$ cat config.mk
export PLATFORM = sky130hd
export DESIGN_NAME = sound_frame_seq
export DESIGN_NICKNAME = d
export VERILOG_FILES = /design/src/rtl/sound_frame_seq_pkg.sv /design/src/rtl/sound_prescaler.sv /design/src/rtl/sound_frame_seq.sv
export SDC_FILE = /design/constraint.sdc
export NUM_CORES = 1
export LEC_CHECK = 0
export BUFFER_PORTS_ARGS = -buffer_cell sky130_fd_sc_hd__clkbuf_2
export CAP_MARGIN = 15
export CORE_AREA = 2 2 50 52
export CTS_BUF_LIST = sky130_fd_sc_hd__clkbuf_8
export DETAILED_ROUTE_END_ITERATION = 6
export DIE_AREA = 0 0 52 54
export SYNTH_ARGS = -nofsm -noshare
export SYNTH_HDL_FRONTEND = slang
export SYNTH_HIERARCHICAL = 1
export SYNTH_SLANG_ARGS = --single-unit
$ cat constraint.sdc
create_clock -name clk -period 2 [get_ports clk]
set_clock_uncertainty 0.1 [all_clocks]
set_input_delay 0 -clock clk [delete_from_list [all_inputs] [get_ports clk]]
set_output_delay 0 -clock clk [all_outputs]
set_load 0.02 [all_outputs]
$ cat src/rtl/sound_frame_seq_pkg.sv
// Shared sound constants: frame sequencer step masks and default prescale.
// Bit i of each mask selects the strobe fired on sequencer step i.
package sound_frame_seq_pkg;

  localparam int FS_STEPS = 8;

  localparam logic [7:0] FS_LEN_MASK = 8'b0101_0101;
  localparam logic [7:0] FS_SWP_MASK = 8'b0100_0100;
  localparam logic [7:0] FS_ENV_MASK = 8'b1000_0000;

  // 4.194304 MHz / 8192 = 512 Hz sequencer rate
  localparam int FS_PRESCALE_DEF = 8192;

endpackage

$ cat src/rtl/sound_prescaler.sv
// Modulo-PRESCALE counter with enable and synchronous clear.
// Ports: clk, rst_n, en, clr in; tc out (high on the wrap cycle while enabled).
module sound_prescaler #(
  parameter int PRESCALE = 8192
) (
  input  logic clk,
  input  logic rst_n,
  input  logic en,
  input  logic clr,
  output logic tc
);

  localparam int PW = (PRESCALE > 1) ? $clog2(PRESCALE) : 1;
  localparam logic [PW-1:0] LAST = PW'(PRESCALE - 1);

  logic [PW-1:0] pre;

  assign tc = en & (pre == LAST);

  always_ff @(posedge clk or negedge rst_n) begin
    if (!rst_n) begin
      pre <= '0;
    end else if (clr) begin
      pre <= '0;
    end else if (en) begin
      if (tc) pre <= '0;
      else    pre <= pre + 1'b1;
    end
  end

endmodule

$ cat src/rtl/sound_frame_seq.sv
// APU frame sequencer: 8-step walk producing length/sweep/envelope strobes.
// Ports: clk, rst_n, apu_on, ext_tick in; clk_length_ctr, clk_sweep,
// clk_envelope, frame_step[2:0], length_next out.
module sound_frame_seq
  import sound_frame_seq_pkg::*;
#(
  parameter int PRESCALE     = FS_PRESCALE_DEF,
  parameter bit USE_EXT_TICK = 1'b0
) (
  input  logic       clk,
  input  logic       rst_n,
  input  logic       apu_on,
  input  logic       ext_tick,
  output logic       clk_length_ctr,
  output logic       clk_sweep,
  output logic       clk_envelope,
  output logic [2:0] frame_step,
  output logic       length_next
);

  logic       step_ev;
  logic [2:0] step;

  generate
    if (USE_EXT_TICK) begin : g_ext
      assign step_ev = apu_on & ext_tick;
    end else begin : g_int
      logic tc;
      logic unused_ext;
      assign unused_ext = ext_tick;

      // Cleared while powered off so power-on starts a full period
      sound_prescaler #(
        .PRESCALE(PRESCALE)
      ) u_pre (
        .clk  (clk),
        .rst_n(rst_n),
        .en   (apu_on),
        .clr  (~apu_on),
        .tc   (tc)
      );

      assign step_ev = tc;
    end
  endgenerate

  always_ff @(posedge clk or negedge rst_n) begin
    if (!rst_n) begin
      step           <= 3'd0;
      clk_length_ctr <= 1'b0;
      clk_sweep      <= 1'b0;
      clk_envelope   <= 1'b0;
    end else if (!apu_on) begin
      step           <= 3'd0;
      clk_length_ctr <= 1'b0;
      clk_sweep      <= 1'b0;
      clk_envelope   <= 1'b0;
    end else begin
      clk_length_ctr <= step_ev & FS_LEN_MASK[step];
      clk_sweep      <= step_ev & FS_SWP_MASK[step];
      clk_envelope   <= step_ev & FS_ENV_MASK[step];
      if (step_ev) step <= step + 3'd1;
    end
  end

  assign frame_step  = step;
  assign length_next = ~step[0];

endmodule
==> results.cfg <==
[die]
die_y_microns = 54
die_area_sq_um = 2808
ios = 11
initial_core_util_pct = 41.32
rows = 18
core_sq_um = 2320
die_w_microns = 52

[hold_path]
min_path_cells = 2
min_path_type = input pin to register

[global_route]
grt_overflow = 0
grt.total_usage_pct = 14.70
antenna_found_initial = 0
grt_start_max_net_pins = 20
grt_pass1_vias = 689
grt_pass1_wl_mm = 2.932

[critical_path]
cp_max_fo = 9
cp-end-kind = register
rr_startpoint = g_int.u_pre/pre[0]$_DFFE_PN0P_
r2r_slack_ps = 100
cpMaxStageDelayCell = or4_4
cp.depth = 6
endpoint = g_int.u_pre/pre[1]$_DFFE_PN0P_
critPathLaunch = g_int.u_pre/pre[0]$_DFFE_PN0P_
worstPathArrival_ps = 1950
cp-start-kind = register
cp.required_ps = 2050
critPathMaxStageDelay_ps = 530
rr_worst_depth = 6
r2r-end = g_int.u_pre/pre[1]$_DFFE_PN0P_
worstPathBufferInverterCount = 1
critPathKind = register to register
crit_chain = ha_1 > nand4_1 > or4_4 > inv_4 > nor2_2 > a32o_1
cp_top_family = simple AND/OR/NAND/NOR gates

[synthesis]
ys_warn_count = 6
yosysUniqueCellTypes = 32
ys_seq_elements = 19
synth_fp_nets = 100
synthesis.area_sq_um = 958.4
synth_cells = 92
yosysSeqAreaShare_pct = 49.61
syn_area_per_cell_sq_um = 10.42

[power_and_ir_drop]
peakVddDrop_mv = 0.3404
leakage_nw = 0.5028
p_per_area_nw_per_um2 = 637.6
power.total_mw = 0.7004

[layout]
layout.area.seq_sq_um = 475.5
drive_gt1_share_pct = 21.70
final_common_cell = dfrtp_1
final_cell_mix = 19 x dfrtp_1, 16 x nor2_1, 9 x clkbuf_2, 8 x xnor2_1
synthToLayoutAreaGrowth_pct = 14.62
nFillCells = 227
antenna_cells = 0
multi_input_area_sq_um = 447.9
fin_nets = 115

[route]
vias = 686
wirelength_mm = 1.678
wl_per_cell_microns = 12.34
remaining_drc_errors = 0
detail-route-antenna-nets = 0
drt_iter0_drc = 11
first_pass_iters = 4
vias_per_cell = 5.044

[placement]
gp_congestion = 0.7669
dpl_worst_slack_ps = 80.95
portBuffers = 9
dp_hpwl_mm = 1.210

[clock_tree]
cts_tree = built
clk_latency_ps = 250
clkTransAtPathRegs_ps = 70
clock_sinks = 19
root_buffer = clkbuf_8
numCtsBuffers = 3
htreeDepth = 1
cts_buffer_depth = 2

[timing]
finalSetupViolCount = 0
layout_min_cycle_time_ps = 1898
slew_violations = 0
finalSetupTns_ps = 0
tightest_slew_ps = 457.2
hold_viol = 0
clock.fmax_mhz = 526.9
worst_slack_ps = 102.3
fin_crit_sh_pct = 94.89
maxSlewHeadroom_pct = 69.52
grt_setup_unrepaired = false

[flow_run]
maxCapViolations = 0

[outcome]
status = finished, final reports clean
==> synthesized netlist by cell type <==
master	number	area [sq um]
dfrtp_1	19	475.5
nor2_1	16	60.06
xnor2_1	8	70.07
ha_1	4	50.05
inv_1	4	15.01
nand2_1	4	15.01
nand4_1	4	25.02
nand2b_1	3	18.77
xor2_1	3	26.28
a31oi_1	2	12.51
a32o_1	2	20.02
and3_1	2	12.51
nor4_1	2	12.51
a21oi_1	1	5.000
a31o_1	1	8.760
and3_2	1	7.510
buf_2	1	5.000
buf_6	1	11.26
inv_2	1	3.750
mux2i_1	1	10.01
nand3_1	1	5.000
nand4_2	1	12.51
nor2_2	1	6.260
nor2b_1	1	6.260
nor3_1	1	5.000
nor3b_1	1	7.510
nor4b_1	1	8.760
o2111ai_1	1	8.760
or2_2	1	6.260
or3_2	1	7.510
or3b_2	1	8.760
or4_4	1	11.26
==> flip-flops by register name, indices dropped and copies added, names as in the netlist <==
| signal | count |
|---|---|
| clk_sweep | 1 |
| g_int.u_pre/pre | 13 |
| frame_step | 3 |
| clk_length_ctr | 1 |
| clk_envelope | 1 |
==> report_power, final <==
group	internal [mW]	switching (mW)	leakage (nW)	total (mW)
clock	0.138	0.129	0.0255	0.267
combinational	0.0151	0.0249	0.213	0.0400
sequential	0.388	0.00512	0.264	0.393
==> worst min-delay path by stage <==
stage | start | endpoint | slack, ps
after floorplan | rst_n | clk_envelope$_DFF_PN0_ | -400
after global placement | rst_n | g_int.u_pre/pre[6]$_DFFE_PN0P_ | -130
after detailed placement | rst_n | g_int.u_pre/pre[5]$_DFFE_PN0P_ | -120
after CTS | apu_on | clk_length_ctr$_DFF_PN0_ | 60
after global routing | apu_on | clk_sweep$_DFF_PN0_ | 90
final | apu_on | clk_length_ctr$_DFF_PN0_ | 60
==> metal layers <==
layer	vias to the layer above	track usage, %	wire length [microns]
met5	-	0	0
met4	0	7.895	9
met3	2	3.333	50
met2	8	24.05	793
met1	332	18.02	825
li1	344	-	-
==> through the flow <==
stage	hold slack (ps)	instances	cell area, sq um	utilization [%]
CTS	62.42	135	1089	46.93
finish	62.10	136	1099	47.36
global placement	-126.2	130	1032	44.50
global route	93.91	136	1099	47.36
floorplan	-395.6	92	958.4	-
detailed placement	-121.7	130	1032	44.50
==> final cells by class <==
type / count / area share [%]
sequential: 19 / 43.28
multi-input combinational: 66 / 40.77
timing repair buffer: 12 / 6.378
clock buffer: 3 / 3.759
tap: 30 / 3.417
inverter: 5 / 1.936
clock inverter: 1 / 0.4556
==> cells by family (layout without fill, tap and decap cells) <==
group                    after synthesis  after routing  share of synthesized area, %
adder cells (fa/ha/maj)                4              4                         5.222
AND/OR/NAND/NOR                       43             43                         24.67
XOR/XNOR                              11             11                         10.05
AO/OA/AOI/OAI                          7              7                         5.744
multiplexers                           1              1                         1.044
flip-flops                            19             19                         49.61
buffers and inverters                  7             21                         3.654
==> worst register-to-register path, stage by stage (launching register included) <==
cell and delay [ps]:
dfrtp_1 410, ha_1 230, nand4_1 90, or4_4 530
inv_4 120, nor2_2 50, a32o_1 260
==> repair_timing <==
item / 4_1_cts / 5_1_grt
resized for setup: 0 / 1
endpoints found under the hold margin: 19 / 0
setup endpoints to repair: 0 / 3
hold buffers: 1 / 0
setup buffers: 0 / 1
Power figures use the tool's default switching activity.
